<file path="src/rtl/serial_add_pkg.sv">
// Shared types and constants for the serial adder scheduler.
package serial_add_pkg;

  typedef enum logic [1:0] {
    IDLE  = 2'd0,
    SHIFT = 2'd1,
    DONE  = 2'd2
  } state_e;

  localparam logic REQ0 = 1'b0;
  localparam logic REQ1 = 1'b1;

endpackage

</file>
<file path="src/rtl/serial_add_sched_if.sv">
// Request/response handshake bundle for serial_add_sched.
// SERADD_SUB_EN adds per-requester subtract flags.
interface serial_add_sched_if #(
  parameter int unsigned WIDTH = 4
);
  logic             req0_valid;
  logic             req0_ready;
  logic [WIDTH-1:0] req0_a;
  logic [WIDTH-1:0] req0_b;
  logic             req1_valid;
  logic             req1_ready;
  logic [WIDTH-1:0] req1_a;
  logic [WIDTH-1:0] req1_b;
`ifdef SERADD_SUB_EN
  logic             req0_sub;
  logic             req1_sub;
`endif
  logic             rsp_valid;
  logic             rsp_ready;
  logic [WIDTH-1:0] rsp_sum;
  logic             rsp_cout;
  logic             rsp_id;

`ifdef SERADD_SUB_EN
  modport master (
    output req0_valid, req0_a, req0_b, req0_sub, req1_valid, req1_a, req1_b, req1_sub,
    output rsp_ready,
    input  req0_ready, req1_ready, rsp_valid, rsp_sum, rsp_cout, rsp_id
  );
  modport slave (
    input  req0_valid, req0_a, req0_b, req0_sub, req1_valid, req1_a, req1_b, req1_sub,
    input  rsp_ready,
    output req0_ready, req1_ready, rsp_valid, rsp_sum, rsp_cout, rsp_id
  );
`else
  modport master (
    output req0_valid, req0_a, req0_b, req1_valid, req1_a, req1_b,
    output rsp_ready,
    input  req0_ready, req1_ready, rsp_valid, rsp_sum, rsp_cout, rsp_id
  );
  modport slave (
    input  req0_valid, req0_a, req0_b, req1_valid, req1_a, req1_b,
    input  rsp_ready,
    output req0_ready, req1_ready, rsp_valid, rsp_sum, rsp_cout, rsp_id
  );
`endif

endinterface

</file>
<file path="src/rtl/serial_add_bit.sv">
// One-bit full adder with a carry flop; clr presets the carry to init.
module serial_add_bit (
  input  logic clk,
  input  logic rst_n,
  input  logic clr,
  input  logic init,
  input  logic en,
  input  logic a,
  input  logic b,
  output logic s,
  output logic c
);

  logic carry_q;

  assign s = a ^ b ^ carry_q;
  assign c = (a & b) | (carry_q & (a ^ b));

  always_ff @(posedge clk or negedge rst_n) begin
    if (!rst_n) begin
      carry_q <= 1'b0;
    end else if (clr) begin
      carry_q <= init;
    end else if (en) begin
      carry_q <= c;
    end
  end

endmodule

</file>
<file path="src/rtl/serial_add_sched.sv">
// Round-robin scheduler sharing one bit-serial adder between two requesters.
// SERADD_SUB_EN enables A-B operations via the requesters' sub flags.
module serial_add_sched
  import serial_add_pkg::*;
#(
  parameter int unsigned WIDTH = 4
) (
  input  logic              clk,
  input  logic              rst_n,
  serial_add_sched_if.slave bus,
  output logic              busy
);

  localparam int unsigned CNT_W = $clog2(WIDTH + 1);
  localparam logic [CNT_W-1:0] LastCnt = CNT_W'(WIDTH - 1);

  state_e           state_q;
  logic [WIDTH-1:0] a_q, b_q, sum_q, sum_d;
  logic [CNT_W-1:0] cnt_q;
  logic             rsp_valid_q, rsp_cout_q, rsp_id_q, last_grant_q, sub_q;
  logic             take, take_id, grant_sub, b_bit, s_bit, c_bit;

  assign bus.req0_ready = (state_q == IDLE) & bus.req0_valid &
                          (!bus.req1_valid | (last_grant_q != REQ0));
  assign bus.req1_ready = (state_q == IDLE) & bus.req1_valid &
                          (!bus.req0_valid | (last_grant_q != REQ1));
  assign take    = bus.req0_ready | bus.req1_ready;
  assign take_id = bus.req1_ready ? REQ1 : REQ0;

`ifdef SERADD_SUB_EN
  assign grant_sub = bus.req1_ready ? bus.req1_sub : bus.req0_sub;
`else
  assign grant_sub = 1'b0;
`endif

  // Subtraction is A + ~B + 1: invert B bits, carry preset comes from grant_sub.
  assign b_bit = b_q[0] ^ sub_q;

  serial_add_bit u_bit (
    .clk  (clk),
    .rst_n(rst_n),
    .clr  (take),
    .init (grant_sub),
    .en   (state_q == SHIFT),
    .a    (a_q[0]),
    .b    (b_bit),
    .s    (s_bit),
    .c    (c_bit)
  );

  always_comb begin
    sum_d = sum_q;
    for (int i = 0; i < int'(WIDTH) - 1; i++) begin
      sum_d[i] = sum_q[i+1];
    end
    sum_d[WIDTH-1] = s_bit;
  end

  always_ff @(posedge clk or negedge rst_n) begin
    if (!rst_n) begin
      state_q      <= IDLE;
      a_q          <= '0;
      b_q          <= '0;
      sum_q        <= '0;
      cnt_q        <= '0;
      sub_q        <= 1'b0;
      rsp_valid_q  <= 1'b0;
      rsp_cout_q   <= 1'b0;
      rsp_id_q     <= 1'b0;
      last_grant_q <= REQ1;
    end else begin
      unique case (state_q)
        IDLE: begin
          if (take) begin
            a_q          <= take_id ? bus.req1_a : bus.req0_a;
            b_q          <= take_id ? bus.req1_b : bus.req0_b;
            sub_q        <= grant_sub;
            cnt_q        <= '0;
            rsp_id_q     <= take_id;
            last_grant_q <= take_id;
            state_q      <= SHIFT;
          end
        end
        SHIFT: begin
          sum_q <= sum_d;
          a_q   <= a_q >> 1;
          b_q   <= b_q >> 1;
          cnt_q <= cnt_q + CNT_W'(1);
          if (cnt_q == LastCnt) begin
            rsp_valid_q <= 1'b1;
            rsp_cout_q  <= c_bit;
            state_q     <= DONE;
          end
        end
        DONE: begin
          if (rsp_valid_q && bus.rsp_ready) begin
            rsp_valid_q <= 1'b0;
            state_q     <= IDLE;
          end
        end
        default: state_q <= IDLE;
      endcase
    end
  end

  assign bus.rsp_valid = rsp_valid_q;
  assign bus.rsp_sum   = sum_q;
  assign bus.rsp_cout  = rsp_cout_q;
  assign bus.rsp_id    = rsp_id_q;
  assign busy          = (state_q != IDLE);

endmodule

</file>
<file path="src/flat_wrapper.sv">
// flat-port wrapper written by rule: the top's interface ports become plain ports
module serial_add_sched_flat import serial_add_pkg::*;
#(
  parameter int unsigned WIDTH = 4
)
  (clk, rst_n, busy, bus_req0_valid, bus_req0_a, bus_req0_b, bus_req1_valid, bus_req1_a, bus_req1_b, bus_rsp_ready, bus_req0_ready, bus_req1_ready, bus_rsp_valid, bus_rsp_sum, bus_rsp_cout, bus_rsp_id);
  serial_add_sched_if #(.WIDTH(WIDTH)) bus_i ();
  input  logic clk;
  input  logic rst_n;
  output logic busy;
  input wire logic [$bits(bus_i.req0_valid)-1:0] bus_req0_valid;
  input wire logic [$bits(bus_i.req0_a)-1:0] bus_req0_a;
  input wire logic [$bits(bus_i.req0_b)-1:0] bus_req0_b;
  input wire logic [$bits(bus_i.req1_valid)-1:0] bus_req1_valid;
  input wire logic [$bits(bus_i.req1_a)-1:0] bus_req1_a;
  input wire logic [$bits(bus_i.req1_b)-1:0] bus_req1_b;
  input wire logic [$bits(bus_i.rsp_ready)-1:0] bus_rsp_ready;
  output wire logic [$bits(bus_i.req0_ready)-1:0] bus_req0_ready;
  output wire logic [$bits(bus_i.req1_ready)-1:0] bus_req1_ready;
  output wire logic [$bits(bus_i.rsp_valid)-1:0] bus_rsp_valid;
  output wire logic [$bits(bus_i.rsp_sum)-1:0] bus_rsp_sum;
  output wire logic [$bits(bus_i.rsp_cout)-1:0] bus_rsp_cout;
  output wire logic [$bits(bus_i.rsp_id)-1:0] bus_rsp_id;
  assign bus_i.req0_valid = bus_req0_valid;
  assign bus_i.req0_a = bus_req0_a;
  assign bus_i.req0_b = bus_req0_b;
  assign bus_i.req1_valid = bus_req1_valid;
  assign bus_i.req1_a = bus_req1_a;
  assign bus_i.req1_b = bus_req1_b;
  assign bus_i.rsp_ready = bus_rsp_ready;
  assign bus_req0_ready = bus_i.req0_ready;
  assign bus_req1_ready = bus_i.req1_ready;
  assign bus_rsp_valid = bus_i.rsp_valid;
  assign bus_rsp_sum = bus_i.rsp_sum;
  assign bus_rsp_cout = bus_i.rsp_cout;
  assign bus_rsp_id = bus_i.rsp_id;
  serial_add_sched #(.WIDTH(WIDTH)) u_core (.clk(clk), .rst_n(rst_n), .bus(bus_i), .busy(busy));
endmodule
</file>
<file path="config.mk">
export PLATFORM = sky130hd
export DESIGN_NAME = serial_add_sched_flat
export DESIGN_NICKNAME = d
export VERILOG_FILES = /design/src/rtl/serial_add_pkg.sv /design/src/rtl/serial_add_sched_if.sv /design/src/rtl/serial_add_bit.sv /design/src/rtl/serial_add_sched.sv /design/src/flat_wrapper.sv
export SDC_FILE = /design/constraint.sdc
export NUM_CORES = 1
export LEC_CHECK = 0
export BUFFER_PORTS_ARGS = -buffer_cell sky130_fd_sc_hd__buf_2
export CORE_ASPECT_RATIO = 0.9
export CORE_UTILIZATION = 46
export CTS_CLUSTER_SIZE = 16
export DETAILED_ROUTE_END_ITERATION = 7
export PLACE_DENSITY = 0.74
export SLEW_MARGIN = 40
export SYNTH_ARGS = -nofsm -noshare
export SYNTH_HDL_FRONTEND = slang
export SYNTH_SLANG_ARGS = --single-unit
</file>
<file path="constraint.sdc">
create_clock -name clk -period 1.6 [get_ports clk]
set_clock_uncertainty 0.15 [all_clocks]
set_input_delay 0.32 -clock clk [delete_from_list [all_inputs] [get_ports clk]]
set_output_delay 0.32 -clock clk [all_outputs]
set_load 0.05 [all_outputs]
</file>
==> results.sh, run 1 <==
export IMPL_status="complete, but fails checks"
export IMPL_violations="negative setup slack"
export IMPL_synth_fp_nets=128
export IMPL_worst_pin_slew_ps=492.0
export IMPL_crit_path_end_kind="output port"
export IMPL_portBuffers=30
export IMPL_synth_area_top_cells="dfrtp_1 47%, mux2i_1 8.0%, mux2_2 7.0%, ha_1 6.7%, o21ai_0 5.8%"
export IMPL_rsz0062_at_grt="true"
export IMPL_drt_iter0_drc=5
export IMPL_leakagePower_nw=0.8403
export IMPL_syn_inst=100
export IMPL_design_core_area_sq_um=2242
export IMPL_die_area_sq_um=2653
export IMPL_internal_power_mw=2.023
export IMPL_grt_pass1_vias=909
export IMPL_async_flop_share_pct=100.0
export IMPL_cp_max_fo=5
export IMPL_setup_tns_final_ps=-2561
export IMPL_drive_gt1_share_pct=58.55
export IMPL_track_usage_pct=23.14
export IMPL_grt_start_max_net_pins=23
export IMPL_peakVddDrop_mv=1.864
export IMPL_grt_pass1_wl_mm=4.222
export IMPL_crit_path_max_incr_delay_ps=400
export IMPL_fmax_mhz=557.5
export IMPL_ys_ff_latch=22
export IMPL_fillers=150
export IMPL_io_pins=31
export IMPL_fin_crit_ps=1794
export IMPL_critPathRequiredTime_ps=1130
export IMPL_htreeDepth=1
export IMPL_swShare_pct=43.88
export IMPL_p_switching_mw=1.582
export IMPL_critPathArrivalTime_ps=1320
export IMPL_synthFlopType="dfrtp_1"
export IMPL_yosys_area_top_type_share_pct=46.61
export IMPL_holdWs_ps=125.2
export IMPL_syn2layout_area_growth_pct=47.73
export IMPL_drt_wirelength_per_cell_um=15.35
export IMPL_maxCapViolCount=0
export IMPL_final_hold_viol_count=0
export IMPL_vias=952
export IMPL_multi_input_area_sq_um=649.4
export IMPL_vias_per_cell=5.318
export IMPL_numCtsBuffers=3
export IMPL_cts_sinks=22
export IMPL_fin_area_sq_um=1665
export IMPL_setup_violations=16
export IMPL_slew_limit_headroom_pct=67.20
export IMPL_clkSlewWorstSetupHoldPaths_ps=120
export IMPL_gp_congestion=0.6985
export IMPL_grt_ovfl_total=0
export IMPL_cp_slowest_cell="dfrtp_1"
export IMPL_yosys_warnings=0
export IMPL_wirelength_mm=2.747
export IMPL_initial_utilization_pct=50.28
export IMPL_power_density_nw_per_um2=2164
export IMPL_antenna_left=0
export IMPL_die_height_um=48.97
export IMPL_placedInstanceArea_sq_um=1356
export IMPL_min_period_over_period_pct=112.1
export IMPL_seqPwrFrac_pct=27.0
export IMPL_clockBufferDepth=2
export IMPL_power_total_mw=3.605
export IMPL_antenna_found_initial=0
export IMPL_yosysSeqAreaShare_pct=48.95
export IMPL_finalWorstSetupSlack_ps=-193.8
export IMPL_p_clk_share_pct=7.3
export IMPL_fin_util_pct=74.27
export IMPL_num_rows=16
export IMPL_syn_mean_instance_area_sq_um=11.27
export IMPL_crit_path_start_kind="flip-flop"
export IMPL_hold_class="primary input to flip-flop"
export IMPL_synth_area_sq_um=1127
export IMPL_final_nets=181
export IMPL_die_x_um=54.18
export IMPL_drc=0
export IMPL_cts_tree="yes"
export IMPL_cts_root_buf="clkbuf_4"
export IMPL_clk_latency_ps=310
export IMPL_synth_largest_area_cell="dfrtp_1"
export IMPL_ff_latch_area_sq_um=551.8
export IMPL_combPwrFrac_pct=65.8
export IMPL_path_cells="inv_2 > ha_4 > nand2_4 > nor2b_4 > buf_8"
export IMPL_synth_edf_count=0
export IMPL_first_pass_iters=4
export IMPL_maxSlewViolCount=0
export IMPL_hpwlAfterDp_mm=1.574
export IMPL_crit_type="flip-flop to output port"
export IMPL_synthDistinctLibCells=21
export IMPL_diodes=0
-- logic make-up after synthesis --
kind of cell	count (synthesis)	synth area share (%)
compound gates	24	13.54
fa+ha+maj	7	8.435
buf+inv	15	6.659
flops	22	48.95
mux	16	14.98
simple gates	16	7.436
-- stage by stage --
step	setup WS (ps)	cells
after floorplan	7.462	100
after global placement	-164.5	159
after detailed placement	-226.7	159
after CTS	-194.6	174
after global routing	-277.2	179
final	-193.8	179
-- synth_stat cells (2+ instances only) --
| cell type | n |
|---|---|
| a221oi_1 | 2 |
| a22o_1 | 2 |
| a22oi_1 | 6 |
| buf_2 | 3 |
| buf_6 | 2 |
| dfrtp_1 | 21 |
| ha_1 | 6 |
| inv_1 | 10 |
| mux2_2 | 7 |
| mux2i_1 | 9 |
| nand2_1 | 9 |
| nor2b_1 | 2 |
| o21ai_0 | 13 |
-- power by group through the flow --
stage	logic (mW)	clock network, mW	registers [mW]
CTS	2.10	0.269	0.964
finish	2.37	0.262	0.972
detailed placement	1.61	0	0.953
global route	2.54	0.296	0.997
floorplan	1.01	0	1.18
global placement	1.56	0	0.940
-- cell usage in the layout, fill, tap and decap left out, types with 2 or more instances in the layout --
cell type  count
mux2_2         6
a221oi_2       2
dfrtp_1       21
nand2_1        7
buf_8          3
nor2b_4        2
buf_6          4
inv_2          3
buf_4         17
a22oi_2        6
inv_1          6
o21ai_1        9
clkbuf_4       3
ha_1           3
buf_2         27
mux2i_1        9
a22o_1         2
o21ai_0        3
ha_4           3
-- what timing repair did --
item,in CTS,in global routing
setup endpoints to repair,21,23
pin swaps,7,2
buffers inserted,8,5
hold buffers,1,0
resized for setup,40,11
hold endpoints to repair,21,0
gates cloned,2,0
-- registers in the layout, indices dropped and copies added (netlist names) --
name,count
u_core.state_q,2
u_core.bus.rsp_id,1
u_core.bus.rsp_sum,4
u_core.u_bit.carry_q,1
u_core.bus.rsp_valid,1
u_core.a_q,4
u_core.last_grant_q,1
u_core.b_q,4
u_core.cnt_q,3
u_core.bus.rsp_cout,1
-- layout make-up --
| type | count | area share [%] |
|---|---|---|
| multi-input cells | 64 | 38.99 |
| flip-flops and latches | 22 | 33.13 |
| repair buffers | 52 | 21.79 |
| inverters | 10 | 2.479 |
| well taps | 27 | 2.029 |
| clock buffers | 4 | 1.578 |
-- path summary, 6_finish.rpt --
check                           slack [ps]           startpoint                    end  cells after the start
max in group asynchronous              600                rst_n    u_core.last_grant_q                      2
min in group asynchronous              340                rst_n  u_core.bus.rsp_sum[1]                      2
worst max register to register        -190    u_core.state_q[1]        u_core.cnt_q[0]                      7
worst max-delay path                  -190    u_core.state_q[1]         bus_req0_ready                      5
worst min register to register         350  u_core.last_grant_q    u_core.last_grant_q                      2
worst min-delay path                   130        bus_req1_b[0]          u_core.b_q[0]                      3
-- metal layers --
| metal | track usage (%) | share of wire (%) |
|---|---|---|
| met1 | 27.77 | 41 |
| met4 | 12.39 | 1.8 |
| met5 | 0 | 0 |
| met3 | 5.607 | 5.0 |
| met2 | 36.99 | 52 |
-- worst max-delay path: cells and delay by family (launching register included) --
family                   cells  cell delay (ps)
AND/OR/NAND/NOR              2              190
buffers and inverters        2              240
adder cells (fa/ha/maj)      1              180
flip-flops                   1              400
Power figures use the tool's default switching activity.
==> inputs of run 2 (changes only) <==
- CORE_MARGIN: default -> 2
- CORE_UTILIZATION: 46 -> 54
- PLACE_DENSITY: 0.74 -> 0.82
- SKIP_CTS_REPAIR_TIMING: default -> 1
- clock period: 1.6 -> 2.3 ns (I/O delays scaled with it)
==> run 2 against run 1 <==
Cell count shrank 12%; wire length shrank 21%; non-clock buffer count shrank 19; die area shrank 6.9%; total power shrank 45%; flip-flop and latch count is the same; critical path type unchanged; global-route usage shrank 2.9 points; the run now ends clean.
==> results.sh, run 2 (same netlist as run 1, synthesis figures left out) <==
export IMPL_maxSlewViolCount=0
export IMPL_syn2layout_area_growth_pct=20.09
export IMPL_holdPathEnd="u_core.last_grant_q"
export IMPL_first_pass_iters=4
export IMPL_fmax_mhz=461.3
export IMPL_wirelength_mm=2.183
export IMPL_setup_tns_final_ps=0
export IMPL_power_total_mw=1.974
export IMPL_gp_congestion=0.7317
export IMPL_die_area_sq_um=2470
export IMPL_grt_pass1_vias=810
export IMPL_cts_tree="yes"
export IMPL_hold_depth=3
export IMPL_r2r_end="u_core.b_q[0]"
export IMPL_status="finished, final reports clean"
export IMPL_slew_limit_headroom_pct=48.02
export IMPL_grt_pass1_wl_mm=3.525
export IMPL_power_density_nw_per_um2=1458
export IMPL_final_hold_viol_count=0
export IMPL_crit_path_start_kind="flip-flop"
export IMPL_leakagePower_nw=0.7214
export IMPL_clk_latency_ps=310
export IMPL_maxCapViolCount=0
export IMPL_setup_violations=0
export IMPL_vias_per_cell=5.287
export IMPL_crit_type="flip-flop to output port"
export IMPL_drive_gt1_share_pct=36.36
export IMPL_antenna_left=0
export IMPL_worstReg2RegStart="u_core.state_q[1]"
export IMPL_r2r_slack_ps=250
export IMPL_io_pins=31
export IMPL_num_rows=15
export IMPL_dp_slack_ps=282.7
export IMPL_htreeDepth=1
export IMPL_drt_wirelength_per_cell_um=13.90
export IMPL_track_usage_pct=20.25
export IMPL_cp_max_fo=6
export IMPL_finalWorstSetupSlack_ps=132.3
export IMPL_die_x_um=52.16
export IMPL_grt_start_max_net_pins=23
export IMPL_numCtsBuffers=3
export IMPL_portBuffers=30
export IMPL_design_core_area_sq_um=1952
export IMPL_critPathArrivalTime_ps=1560
export IMPL_final_cell_mix="29 x buf_2, 21 x dfrtp_1, 13 x o21ai_0, 10 x inv_1"
export IMPL_clockBufferDepth=2
export IMPL_crit_path_end_kind="output port"
export IMPL_drt_iter0_drc=9
export IMPL_reg2reg_depth=5
export IMPL_grt_ovfl_total=0
export IMPL_critPathRequiredTime_ps=1690
export IMPL_worst_pin_slew_ps=778.2
export IMPL_drc=0
export IMPL_hold_class="primary input to flip-flop"
export IMPL_final_common_cell="buf_2"
export IMPL_final_nets=161
export IMPL_hpwlAfterDp_mm=1.632
export IMPL_fin_crit_ps=2168
export IMPL_clkSlewWorstSetupHoldPaths_ps=120
export IMPL_min_period_over_period_pct=94.25
export IMPL_initial_utilization_pct=57.76
export IMPL_rsz0062_at_grt="false"
export IMPL_fillers=165
export IMPL_cts_sinks=22
export IMPL_cts_root_buf="clkbuf_4"
export IMPL_die_height_um=47.35
export IMPL_peakVddDrop_mv=1.055
export IMPL_antenna_found_initial=0
export IMPL_diodes=0
export IMPL_worstHoldStart="bus_req1_valid"
export IMPL_vias=830
-- run 2: routing by layer --
metal / GRT usage (%) / vias up / wire length, um
li1: - / 411 / -
met1: 23.23 / 386 / 951
met2: 37.97 / 28 / 1081
met3: 4.140 / 5 / 113
met4: 7.692 / 0 / 36
met5: 0 / - / 0
-- run 2: layout make-up --
cell class,count,area (sq um),area share (%)
clock buffers,3,22.52,1.664
clock inverters,1,30.03,2.218
inverters,10,37.54,2.773
multi-input cells,63,503.0,37.15
flip-flops and latches,22,551.8,40.76
well taps,25,31.28,2.311
repair buffers,33,177.7,13.12
-- run 2: worst max path at each step --
stage	startpoint	slack [ps]	depth (start not counted)	endpoint
after floorplan	u_core.state_q[0]	200	4	bus_req0_ready
after global placement	u_core.state_q[0]	420	6	u_core.a_q[2]
after detailed placement	u_core.state_q[1]	280	5	u_core.b_q[0]
after CTS	u_core.state_q[0]	50	5	bus_req0_ready
after global routing	u_core.state_q[0]	10	5	bus_req0_ready
final	u_core.state_q[0]	130	5	bus_req0_ready
-- run 2: per-stage QoR --
step / area, sq um / util, % / cells / hold slack (ps)
after global routing: 1354 / 69.36 / 157 / 289.0
after global placement: 1286 / 65.90 / 152 / 296.3
after floorplan: 1127 / - / 100 / 14.41
after CTS: 1339 / 68.59 / 156 / -50.78
final: 1354 / 69.36 / 157 / 271.8
after detailed placement: 1286 / 65.90 / 152 / 297.8
-- run 2: where the power goes --
| group | total [mW] | switching, mW | internal [mW] |
|---|---|---|---|
| Sequential | 0.657 | 0.0996 | 0.557 |
| Combinational | 1.02 | 0.646 | 0.375 |
| Clock | 0.297 | 0.121 | 0.176 |
-- run 2: critical path, cell delays in order (launching register included) --
cell      delay, ps
dfrtp_1         400
inv_1           130
ha_2            250
nand2_1          80
nor2b_1         140
clkbuf_4        250
==> inputs of run 3 (changes only) <==
- CORE_ASPECT_RATIO: 0.9 -> 1.1
- REMOVE_ABC_BUFFERS: default -> 1
- SLEW_MARGIN: 40 -> 30
==> run 3 against run 2 <==
Final area shrank 0.65%; worst hold slack gained 17 ps; first-iteration DRC count is 89% higher; sequential share of layout area increased by 0.27 points; setup slack improved by 43 ps; fmax increased by 2.0%; wire length fell by 6.9%; critical path depth stayed put; largest cell class unchanged; total power is 4.5% lower; register-to-register slack better by 40 ps; clock power shrank 29%; via count up 1.2%.
==> results.sh, run 3 (same netlist as run 1, synthesis figures left out) <==
export IMPL_status="finished, final reports clean"
export IMPL_grt_start_max_net_pins=23
export IMPL_clockBufferDepth=2
export IMPL_final_cell_mix="29 x buf_2, 21 x dfrtp_1, 13 x o21ai_0, 10 x inv_1"
export IMPL_crit_type="flip-flop to output port"
export IMPL_placedInstanceArea_sq_um=1290
export IMPL_die_height_um=51.92
export IMPL_io_pins=31
export IMPL_critPathArrivalTime_ps=1510
export IMPL_min_period_over_period_pct=92.39
export IMPL_htreeDepth=1
export IMPL_p_clk_share_pct=11.2
export IMPL_die_area_sq_um=2470
export IMPL_initial_utilization_pct=56.38
export IMPL_gp_congestion=0.7470
export IMPL_vias_per_cell=5.250
export IMPL_cp_max_fo=6
export IMPL_final_hold_viol_count=0
export IMPL_cts_tree="yes"
export IMPL_clk_latency_ps=300
export IMPL_hold_depth=3
export IMPL_cts_sinks=22
export IMPL_maxSlewViolCount=0
export IMPL_r2r_slack_ps=290
export IMPL_portBuffers=30
export IMPL_drc=0
export IMPL_path_delay_family="flip-flops"
export IMPL_first_pass_iters=4
export IMPL_worst_pin_slew_ps=749.4
export IMPL_place_inst=155
export IMPL_fin_crit_ps=2125
export IMPL_crit_start="u_core.state_q[0]"
export IMPL_numCtsBuffers=3
export IMPL_drt_wirelength_per_cell_um=12.71
export IMPL_leakagePower_nw=0.7158
export IMPL_setup_tns_final_ps=0
export IMPL_path_cells="inv_1 > ha_2 > nand2_1 > nor2b_1 > buf_6"
export IMPL_holdPathEnd="u_core.b_q[1]"
export IMPL_r2r_end="u_core.a_q[0]"
export IMPL_vias=840
export IMPL_swShare_pct=45.26
export IMPL_antenna_left=0
export IMPL_holdWs_ps=288.6
export IMPL_drt_iter0_drc=17
export IMPL_grt_pass1_vias=874
export IMPL_track_usage_pct=20.08
export IMPL_internal_power_mw=1.032
export IMPL_hold_class="primary input to flip-flop"
export IMPL_num_rows=17
export IMPL_crit_path_start_kind="flip-flop"
export IMPL_seqPwrFrac_pct=34.6
export IMPL_crit_path_end_kind="output port"
export IMPL_maxCapViolCount=0
export IMPL_crit_path_max_incr_delay_ps=400
export IMPL_instances_no_fill=160
export IMPL_antenna_found_initial=0
export IMPL_p_switching_mw=0.8536
export IMPL_grt_ovfl_total=0
export IMPL_cp_slowest_cell="dfrtp_1"
export IMPL_final_nets=161
export IMPL_diodes=0
export IMPL_fin_area_sq_um=1345
export IMPL_wirelength_mm=2.033
export IMPL_path_buf_inv=2
export IMPL_fin_util_pct=67.27
export IMPL_slew_limit_headroom_pct=49.93
export IMPL_fillers=183
export IMPL_syn2layout_area_growth_pct=19.31
export IMPL_peakVddDrop_mv=1.007
export IMPL_final_common_cell="buf_2"
export IMPL_die_x_um=47.57
export IMPL_grt_pass1_wl_mm=3.505
export IMPL_rsz0062_at_grt="false"
export IMPL_design_core_area_sq_um=1999
export IMPL_worstReg2RegStart="u_core.state_q[1]"
export IMPL_clkSlewWorstSetupHoldPaths_ps=120
export IMPL_reg2reg_depth=5
export IMPL_drive_gt1_share_pct=36.36
export IMPL_combPwrFrac_pct=54.2
export IMPL_cts_root_buf="clkbuf_4"
export IMPL_setup_violations=0
export IMPL_hpwlAfterDp_mm=1.516
export IMPL_critPathRequiredTime_ps=1690
export IMPL_power_density_nw_per_um2=1402
export IMPL_fmax_mhz=470.6
export IMPL_worstHoldStart="bus_req1_b[1]"
-- run 3: cell count changes in the layout (fill, tap and decap cells not counted) --
cell       previous run  this run
buf_6                 0         1
bufinv_16             1         0
clkbuf_4              4         3
clkbuf_8              0         1
-- run 3: tightest hold or removal path, delay by kind of cell --
kind,cells,cell delay (ps)
compound gates,1,130
mux,1,50
buf+inv,1,80
-- run 3: worst max-delay path by stage --
stage	to	slack [ps]	cells past startpoint
4_1_cts	bus_req0_ready	50	5
3_3_place_gp	u_core.b_q[1]	410	6
2_1_floorplan	bus_req1_ready	200	4
5_1_grt	bus_req0_ready	0.009	5
3_5_place_dp	u_core.a_q[0]	320	5
6_report	bus_req0_ready	180	5
-- run 3: cell type report --
cell class	instances	area, sq um	share of cell area, %
well taps	28	35.03	2.605
multi-input cells	63	503.0	37.40
clock buffers	4	36.28	2.698
repair buffers	33	181.4	13.49
flip-flops and latches	22	551.8	41.02
inverters	10	37.54	2.791
-- run 3: metal layers --
layer | global-route usage [%] | up-vias | wire (um)
met4 | 13.06 | 0 | 42
met2 | 32.66 | 36 | 1036
met1 | 23.18 | 389 | 836
met5 | 0 | - | 0
met3 | 3.819 | 6 | 118
li1 | - | 409 | -
-- run 3: through the flow --
stage	worst slack (ps)	power, mW
2_1_floorplan	200.4	1.412
3_3_place_gp	408.9	1.623
3_5_place_dp	315.3	1.670
4_1_cts	50.57	1.885
5_1_grt	0.008549	2.045
6_report	175.1	1.886
-- run 3: power groups by stage --
| stage | registers, mW | clock network [mW] | logic [mW] |
|---|---|---|---|
| 2_1_floorplan | 0.820 | 0 | 0.592 |
| 3_3_place_gp | 0.653 | 0 | 0.970 |
| 3_5_place_dp | 0.663 | 0 | 1.01 |
| 4_1_cts | 0.655 | 0.218 | 1.01 |
| 5_1_grt | 0.674 | 0.235 | 1.14 |
| 6_report | 0.652 | 0.211 | 1.02 |
